### src/rtl/operand_fetch_ctrl_if.sv
// ---------------------------------------------------------------------------
// operand_fetch_ctrl_if : start/memory/operand-pair bus of operand_fetch_ctrl
// Revision: 1.0
// ---------------------------------------------------------------------------
`default_nettype none

interface operand_fetch_ctrl_if #(
  parameter int SIZE_DATA = 8,
  parameter int SIZE_ADDR = 8
);
  logic                 i_start;
  logic [SIZE_ADDR-1:0] i_base_addr;
  logic [SIZE_ADDR-1:0] i_num_pairs;
  logic [SIZE_ADDR-1:0] o_mem_addr;
  logic                 o_mem_rd_en;
  logic [SIZE_DATA-1:0] i_mem_data;
  logic [SIZE_DATA-1:0] o_data_a;
  logic [SIZE_DATA-1:0] o_data_b;
  logic                 o_valid;
  logic                 i_ready;
  logic                 o_busy;
  logic                 o_done;

  // master is the fetch controller, slave is the requester/memory/consumer side
  modport master (
    input  i_start, i_base_addr, i_num_pairs, i_mem_data, i_ready,
    output o_mem_addr, o_mem_rd_en, o_data_a, o_data_b, o_valid, o_busy, o_done
  );

  modport slave (
    output i_start, i_base_addr, i_num_pairs, i_mem_data, i_ready,
    input  o_mem_addr, o_mem_rd_en, o_data_a, o_data_b, o_valid, o_busy, o_done
  );
endinterface

`default_nettype wire

### src/rtl/operand_fetch_ctrl.sv
// ---------------------------------------------------------------------------
// operand_fetch_ctrl : fetches A/B operand pairs from consecutive memory words
// Revision: 1.0
// ---------------------------------------------------------------------------
`default_nettype none

module operand_fetch_ctrl #(
  parameter int SIZE_DATA = 8,
  parameter int SIZE_ADDR = 8
) (
  input  wire logic          i_clk,
  input  wire logic          i_rst_n,
  operand_fetch_ctrl_if.master bus
);

  localparam logic [2:0] S_IDLE    = 3'd0;
  localparam logic [2:0] S_FETCH_A = 3'd1;
  localparam logic [2:0] S_FETCH_B = 3'd2;
  localparam logic [2:0] S_CAPTURE = 3'd3;
  localparam logic [2:0] S_OUTPUT  = 3'd4;
  localparam logic [2:0] S_DONE    = 3'd5;

  localparam logic [SIZE_ADDR-1:0] c_ONE = SIZE_ADDR'(1);

  logic [2:0]           state_q, state_d;
  logic [SIZE_ADDR-1:0] ptr_q, ptr_d;
  logic [SIZE_ADDR-1:0] remaining_q, remaining_d;
  logic [SIZE_ADDR-1:0] addr_q, addr_d;
  logic [SIZE_DATA-1:0] data_a_q, data_a_d;
  logic [SIZE_DATA-1:0] data_b_q, data_b_d;

  always_ff @(posedge i_clk or negedge i_rst_n) begin
    if (!i_rst_n) begin
      state_q     <= S_IDLE;
      ptr_q       <= '0;
      remaining_q <= '0;
      addr_q      <= '0;
      data_a_q    <= '0;
      data_b_q    <= '0;
    end else begin
      state_q     <= state_d;
      ptr_q       <= ptr_d;
      remaining_q <= remaining_d;
      addr_q      <= addr_d;
      data_a_q    <= data_a_d;
      data_b_q    <= data_b_d;
    end
  end

  always_comb begin
    state_d     = state_q;
    ptr_d       = ptr_q;
    remaining_d = remaining_q;
    addr_d      = addr_q;
    data_a_d    = data_a_q;
    data_b_d    = data_b_q;
    case (state_q)
      S_IDLE: begin
        if (bus.i_start) begin
          ptr_d       = bus.i_base_addr;
          remaining_d = bus.i_num_pairs;
          state_d     = (bus.i_num_pairs == '0) ? S_DONE : S_FETCH_A;
        end
      end
      S_FETCH_A: begin
        addr_d  = ptr_q;
        ptr_d   = ptr_q + c_ONE;
        state_d = S_FETCH_B;
      end
      S_FETCH_B: begin
        // word read in FETCH_A arrives now
        addr_d   = ptr_q;
        data_a_d = bus.i_mem_data;
        ptr_d    = ptr_q + c_ONE;
        state_d  = S_CAPTURE;
      end
      S_CAPTURE: begin
        data_b_d = bus.i_mem_data;
        state_d  = S_OUTPUT;
      end
      S_OUTPUT: begin
        if (bus.i_ready) begin
          remaining_d = remaining_q - c_ONE;
          state_d     = (remaining_q == c_ONE) ? S_DONE : S_FETCH_A;
        end
      end
      S_DONE:  state_d = S_IDLE;
      default: state_d = S_IDLE;
    endcase
  end

  // addr_q remembers the last issued address so the bus holds it between reads
  always_comb begin
    bus.o_mem_rd_en = (state_q == S_FETCH_A) || (state_q == S_FETCH_B);
    bus.o_mem_addr  = bus.o_mem_rd_en ? ptr_q : addr_q;
    bus.o_data_a    = data_a_q;
    bus.o_data_b    = data_b_q;
    bus.o_valid     = (state_q == S_OUTPUT);
    bus.o_busy      = (state_q != S_IDLE);
    bus.o_done      = (state_q == S_DONE);
  end

endmodule

`default_nettype wire

### src/flat_wrapper.sv
// flat-port wrapper written by rule: the top's interface ports become plain ports
module operand_fetch_ctrl_flat 
#(
  parameter int SIZE_DATA = 8,
  parameter int SIZE_ADDR = 8
)
  (i_clk, i_rst_n, bus_i_start, bus_i_base_addr, bus_i_num_pairs, bus_i_mem_data, bus_i_ready, bus_o_mem_addr, bus_o_mem_rd_en, bus_o_data_a, bus_o_data_b, bus_o_valid, bus_o_busy, bus_o_done);
  operand_fetch_ctrl_if #(.SIZE_DATA(SIZE_DATA), .SIZE_ADDR(SIZE_ADDR)) bus_i ();
  input  wire logic i_clk;
  input  wire logic i_rst_n;
  input wire logic [$bits(bus_i.i_start)-1:0] bus_i_start;
  input wire logic [$bits(bus_i.i_base_addr)-1:0] bus_i_base_addr;
  input wire logic [$bits(bus_i.i_num_pairs)-1:0] bus_i_num_pairs;
  input wire logic [$bits(bus_i.i_mem_data)-1:0] bus_i_mem_data;
  input wire logic [$bits(bus_i.i_ready)-1:0] bus_i_ready;
  output wire logic [$bits(bus_i.o_mem_addr)-1:0] bus_o_mem_addr;
  output wire logic [$bits(bus_i.o_mem_rd_en)-1:0] bus_o_mem_rd_en;
  output wire logic [$bits(bus_i.o_data_a)-1:0] bus_o_data_a;
  output wire logic [$bits(bus_i.o_data_b)-1:0] bus_o_data_b;
  output wire logic [$bits(bus_i.o_valid)-1:0] bus_o_valid;
  output wire logic [$bits(bus_i.o_busy)-1:0] bus_o_busy;
  output wire logic [$bits(bus_i.o_done)-1:0] bus_o_done;
  assign bus_i.i_start = bus_i_start;
  assign bus_i.i_base_addr = bus_i_base_addr;
  assign bus_i.i_num_pairs = bus_i_num_pairs;
  assign bus_i.i_mem_data = bus_i_mem_data;
  assign bus_i.i_ready = bus_i_ready;
  assign bus_o_mem_addr = bus_i.o_mem_addr;
  assign bus_o_mem_rd_en = bus_i.o_mem_rd_en;
  assign bus_o_data_a = bus_i.o_data_a;
  assign bus_o_data_b = bus_i.o_data_b;
  assign bus_o_valid = bus_i.o_valid;
  assign bus_o_busy = bus_i.o_busy;
  assign bus_o_done = bus_i.o_done;
  operand_fetch_ctrl #(.SIZE_DATA(SIZE_DATA), .SIZE_ADDR(SIZE_ADDR)) u_core (.i_clk(i_clk), .i_rst_n(i_rst_n), .bus(bus_i));
endmodule
### config.mk
export PLATFORM = sky130hd
export DESIGN_NAME = operand_fetch_ctrl_flat
export DESIGN_NICKNAME = d
export VERILOG_FILES = /design/src/rtl/operand_fetch_ctrl_if.sv /design/src/rtl/operand_fetch_ctrl.sv /design/src/flat_wrapper.sv
export SDC_FILE = /design/constraint.sdc
export NUM_CORES = 1
export LEC_CHECK = 0
export CAP_MARGIN = 0
export CORE_ASPECT_RATIO = 1.5
export CORE_MARGIN = 8
export CORE_UTILIZATION = 48
export DETAILED_ROUTE_END_ITERATION = 7
export GPL_TIMING_DRIVEN = 0
export HOLD_SLACK_MARGIN = 0.02
export PLACE_DENSITY = 0.84
export SLEW_MARGIN = 25
export SYNTH_ARGS = -nofsm -noshare
export SYNTH_HDL_FRONTEND = slang
export SYNTH_SLANG_ARGS = --single-unit
### constraint.sdc
create_clock -name i_clk -period 1.9 [get_ports i_clk]
set_input_delay 0.38 -clock i_clk [delete_from_list [all_inputs] [get_ports i_clk]]
set_output_delay 0.38 -clock i_clk [all_outputs]
set_load 0.02 [all_outputs]
# After elaboration in Yosys (flattened, before gate mapping)
# Cells that the tools add are included.
# word_totals
wordCells	37
in_bits	28
ff_bits	43
out_inout_bits	28
# classes
eq_ne	8
n_mux	11
add_sub_neg	2
reduce_logical	10
# op_table
cell	n
$mux 8	4
$pmux 8 s2	2
$pmux 3 s5	1
$mux 3	4
$add 8x1->8 const B	1
$eq 8x1->1 const B	1
$logic_not 8->1	1
$sub 8x1->8 const B	1
$eq 3x2->1 const B	2
$eq 3x3->1 const B	2
$ne 2x2->1 const B	2
$reduce_and 2->1	2
$reduce_bool 2->1	2
$eq 3x1->1 const B	1
$logic_not 3->1	1
$reduce_and 3->1	1
$reduce_bool 3->1	1
$reduce_or 2->1	1
$logic_or 1x1->1	1

# Depth between registers and ports, before layout
# Gate-level depths: netlist (run 1).
# depth
depth_word	4
mapped_depth	6

# Worst setup path before layout (run 1)
# No wires, ideal clock.
# synth_timing
kind	register to output
from	register u_core.state_q[1]
to	output bus_o_mem_addr[2]
t_arrival_ns	1.620
setup_slack_ns	-0.100
n_path_buf	1
path_stages_with_launch	5
t_required_ns	1.520
cell_sequence	dfrtp_1 -> xor2_2 -> nand2_4 -> clkbuf_1 -> o21ai_0
# synth_between
elab_chain_cells	3
word_cells_on_any_way	4
cone_classes	eq/ne (2); mux (1); reduce/logical (1)
# synth_rtl
element	line_no	rtl
start: declaration	operand_fetch_ctrl.sv:25	logic [2:0] state_q, state_d;
start signal: assignment	operand_fetch_ctrl.sv:41	state_q <= state_d;
$eq 3x1->1 or $eq 3x2->1 (tied branches)	operand_fetch_ctrl.sv:94	bus.o_mem_rd_en = (state_q == S_FETCH_A) || (state_q == S_FETCH_B);
$logic_or 1x1->1 *	operand_fetch_ctrl.sv:94	
$mux 8 *	operand_fetch_ctrl.sv:95	bus.o_mem_addr = bus.o_mem_rd_en ? ptr_q : addr_q;
end: declaration	flat_wrapper.sv:16	output wire logic [$bits(bus_i.o_mem_addr)-1:0] bus_o_mem_addr;
# Every way passes the cells marked *; elsewhere a longest branch is shown, timed or not.

# Final worst setup path (run 1)
# Ends and elaborated chain as after synthesis.

==> results of run 1 <==
[power by group]
group	switching [W]	leakage, nW	internal (W)
Clock	0.000303	0.0515	0.000332
Combinational	0.00206	0.755	0.00193
Sequential	0.000363	0.505	0.00140
[layout make-up]
class | instances | area, um^2
timing repair buffer | 64 | 622
fill | 363 | 1400
sequential | 43 | 1080
clock buffer | 8 | 100
buffer | 9 | 92.6
inverter | 10 | 50.0
multi-input combinational | 142 | 1020
tap | 48 | 60.1
[flip-flops by register name, indices dropped and copies added, names as in the netlist]
register	count
u_core.bus.o_data_b	8
u_core.state_q	3
u_core.remaining_q	8
u_core.bus.o_data_a	8
u_core.addr_q	8
u_core.ptr_q	8
[stage by stage]
stage	TNS, ns	power, W
2_1_floorplan	0	0.00397
3_3_place_gp	-36.13	0.00522
3_5_place_dp	-5.42	0.00532
4_1_cts	-0.0159	0.00620
5_1_grt	-0.399	0.00683
6_report	0	0.00639
[cell usage in the layout (no fill, tap or decap), drive strengths merged, types with 4 or more instances in the layout]
master,n
or3,4
dfrtp,43
buf,26
o21ai,12
nand3,5
nand2,28
nor3,7
mux2,16
o22ai,4
nor2,6
inv,9
clkdlybuf4s50,42
a21oi,15
clkbuf,12
[repair_timing]
| action | CTS | global route |
|---|---|---|
| gates cloned | 1 | 0 |
| gates resized for setup | 69 | 21 |
| endpoints found under the hold margin | 13 | 0 |
| setup buffers | 4 | 2 |
| hold buffers | 1 | 0 |
| pin swaps | 3 | 3 |
| endpoints found under the setup margin | 12 | 13 |
[kinds of logic after synthesis]
group	synth area share (%)
buffers and inverters	5.49
AOI/OAI and AO/OA	15.7
xor gates and xnor gates	1.16
and+or+nand+nor	16.5
adders and majority gates	1.73
muxes	9.71
DFF	49.7
[worst paths after layout]
kind | from | endpoint
max | u_core.state_q[1] | bus_o_mem_addr[2]
min | u_core.addr_q[5] | u_core.addr_q[5]
max reg2reg | u_core.remaining_q[0] | u_core.remaining_q[6]
min reg2reg | u_core.addr_q[5] | u_core.addr_q[5]
max in group asynchronous | i_rst_n | u_core.state_q[1]
min in group asynchronous | i_rst_n | u_core.remaining_q[4]
[worst max-delay path: stages (launching register included)]
cell	delay, ns
dfrtp_2	0.46
xor2_4	0.21
nand2_4	0.11
clkbuf_16	0.18
nand2_2	0.08
o21ai_4	0.06
buf_6	0.13
[layer usage]
metal | global-route usage (%) | vias up
li1 | - | 880
met1 | 18.0 | 911
met2 | 28.4 | 46
met3 | 4.41 | 7
met4 | 5.96 | 0
met5 | 0 | -
==> results.sh, run 1 <==
export IMPL_outcome="finished, final reports clean"
export IMPL_max_slew_headroom_pct=55.2
export IMPL_dominantRegCellSynth="dfrtp_1"
export IMPL_clk_insertion_delay_late_ns=0.29
export IMPL_synth_area_per_cell_um2=10.6
export IMPL_cts_tree="done"
export IMPL_final_period_utilization_pct=99.8
export IMPL_synthesis_yosys_warnings=0
export IMPL_place_hpwl_um=3890
export IMPL_syn2layout_area_growth_pct=39.9
export IMPL_p_leak_nw=1.31
export IMPL_timing_clock_skew_ns=0.00603
export IMPL_hold_path_cell_count=2
export IMPL_finalInstanceArea_um2=3030
export IMPL_route_met2_wl_um=2940
export IMPL_routed_wl_met3_um=277
export IMPL_postSynthCellCount=205
export IMPL_cts_root_to_sink_buffers=2
export IMPL_floorplan_initialDensity_pct=48.9
export IMPL_worstPathRequired_ns=1.52
export IMPL_design_final_nets=306
export IMPL_critical_path_peak_fanout=5
export IMPL_fin_cells=324
export IMPL_via_count_of_the_routed_design=1844
export IMPL_ys_top_cells_by_count="43 x dfrtp_1, 27 x nand2_1, 16 x mux2_2"
export IMPL_max_cap_violations=0
export IMPL_yosysTopAreaCell="dfrtp_1"
export IMPL_tritoncts_num_sinks=43
export IMPL_yosys_register_bits=43
export IMPL_r2r_cells=6
export IMPL_synth_enable_flop_cells=0
export IMPL_synthMostInstantiatedCell="dfrtp_1"
export IMPL_top_signal_layer_used="met4"
export IMPL_share_of_flip_flops_with_an_asynchronous_set_or_reset_after_synthesis_pct=100
export IMPL_hold_ws_ns=0.472
export IMPL_post_route_min_period_ns=1.90
export IMPL_grt_max_degree=31
export IMPL_gp_congestion=0.862
export IMPL_overflow=0
export IMPL_number_of_levels_the_h_tree_was_split_into=2
export IMPL_synth_fp_nets=236
export IMPL_grt_pass1_vias=1855
export IMPL_vdd_drop_max_mv=1.36
export IMPL_worstHoldPathType="flop to flop"
export IMPL_die_height_um=98.2
export IMPL_route_antenna_remaining_nets=0
export IMPL_final_core_utilization_pct=68.4
export IMPL_finalHoldViolCount=0
export IMPL_fmax_mhz=527
export IMPL_first_pass_grt_wire_length_um=9110
export IMPL_synth_cell_types=50
export IMPL_cp_arrival_ns=1.52
export IMPL_r2r_setup_slack_ns=0.13
export IMPL_wire_per_inst_um=16.9
export IMPL_grt_setup_unrepaired="true"
export IMPL_ys_seq_area_share_pct=49.7
export IMPL_synth_top_cell_area_share_pct=49.7
export IMPL_drtPass1Iterations=4
export IMPL_post_place_ws_ns=-0.587
export IMPL_drive_gt1_share_pct=29.0
export IMPL_netlist_top_cells_area="dfrtp_1 50%, mux2_2 8.3%, nand2_1 4.7%, a21oi_1 3.2%, o21ai_0 2.1%"
export IMPL_power_density_nw_per_um2=2110
export IMPL_postLayoutSetupSlackWorst_ns=0.00287
export IMPL_diodes=0
export IMPL_clkTransAtPathRegs_ns=0.08
export IMPL_wirelength_um=5460
export IMPL_wirelength_met1_um=2180
export IMPL_route_detailed_drc=0
export IMPL_dr_first_iter_drc_count=121
export IMPL_floorplan_die_width_um=70.8
export IMPL_clock_root_buffer="clkbuf_8"
export IMPL_setup_viol=0
export IMPL_die_area_um2=6960
export IMPL_port_buffer_count=55
export IMPL_worst_setup_path_end_kind="primary output"
export IMPL_design_portCount=56
export IMPL_postPlaceCellArea_um2=2790
export IMPL_grt_usage_pct=16.2
export IMPL_timing_setup_critical_path_class="flop to primary output"
export IMPL_detail_route_vias_per_cell=5.69
export IMPL_worstMarginPinSlew_ns=0.669
export IMPL_antenna_found_initial=0
export IMPL_cts_buffers=5
export IMPL_std_cell_rows=30
export IMPL_final_max_slew_viol_count=0
export IMPL_netlist_area_um2=2160
export IMPL_coreArea_um2=4430
export IMPL_placed_cells=309
export IMPL_worst_setup_path_start_kind="flop"
Power figures use the tool's default switching activity.
==> run 2: changes to the inputs <==
Settings changed: ABC_CLOCK_PERIOD_IN_PS from default to 1900.
==> results of run 2 <==
Final layout, timing and power as in run 1 (identical DEF).
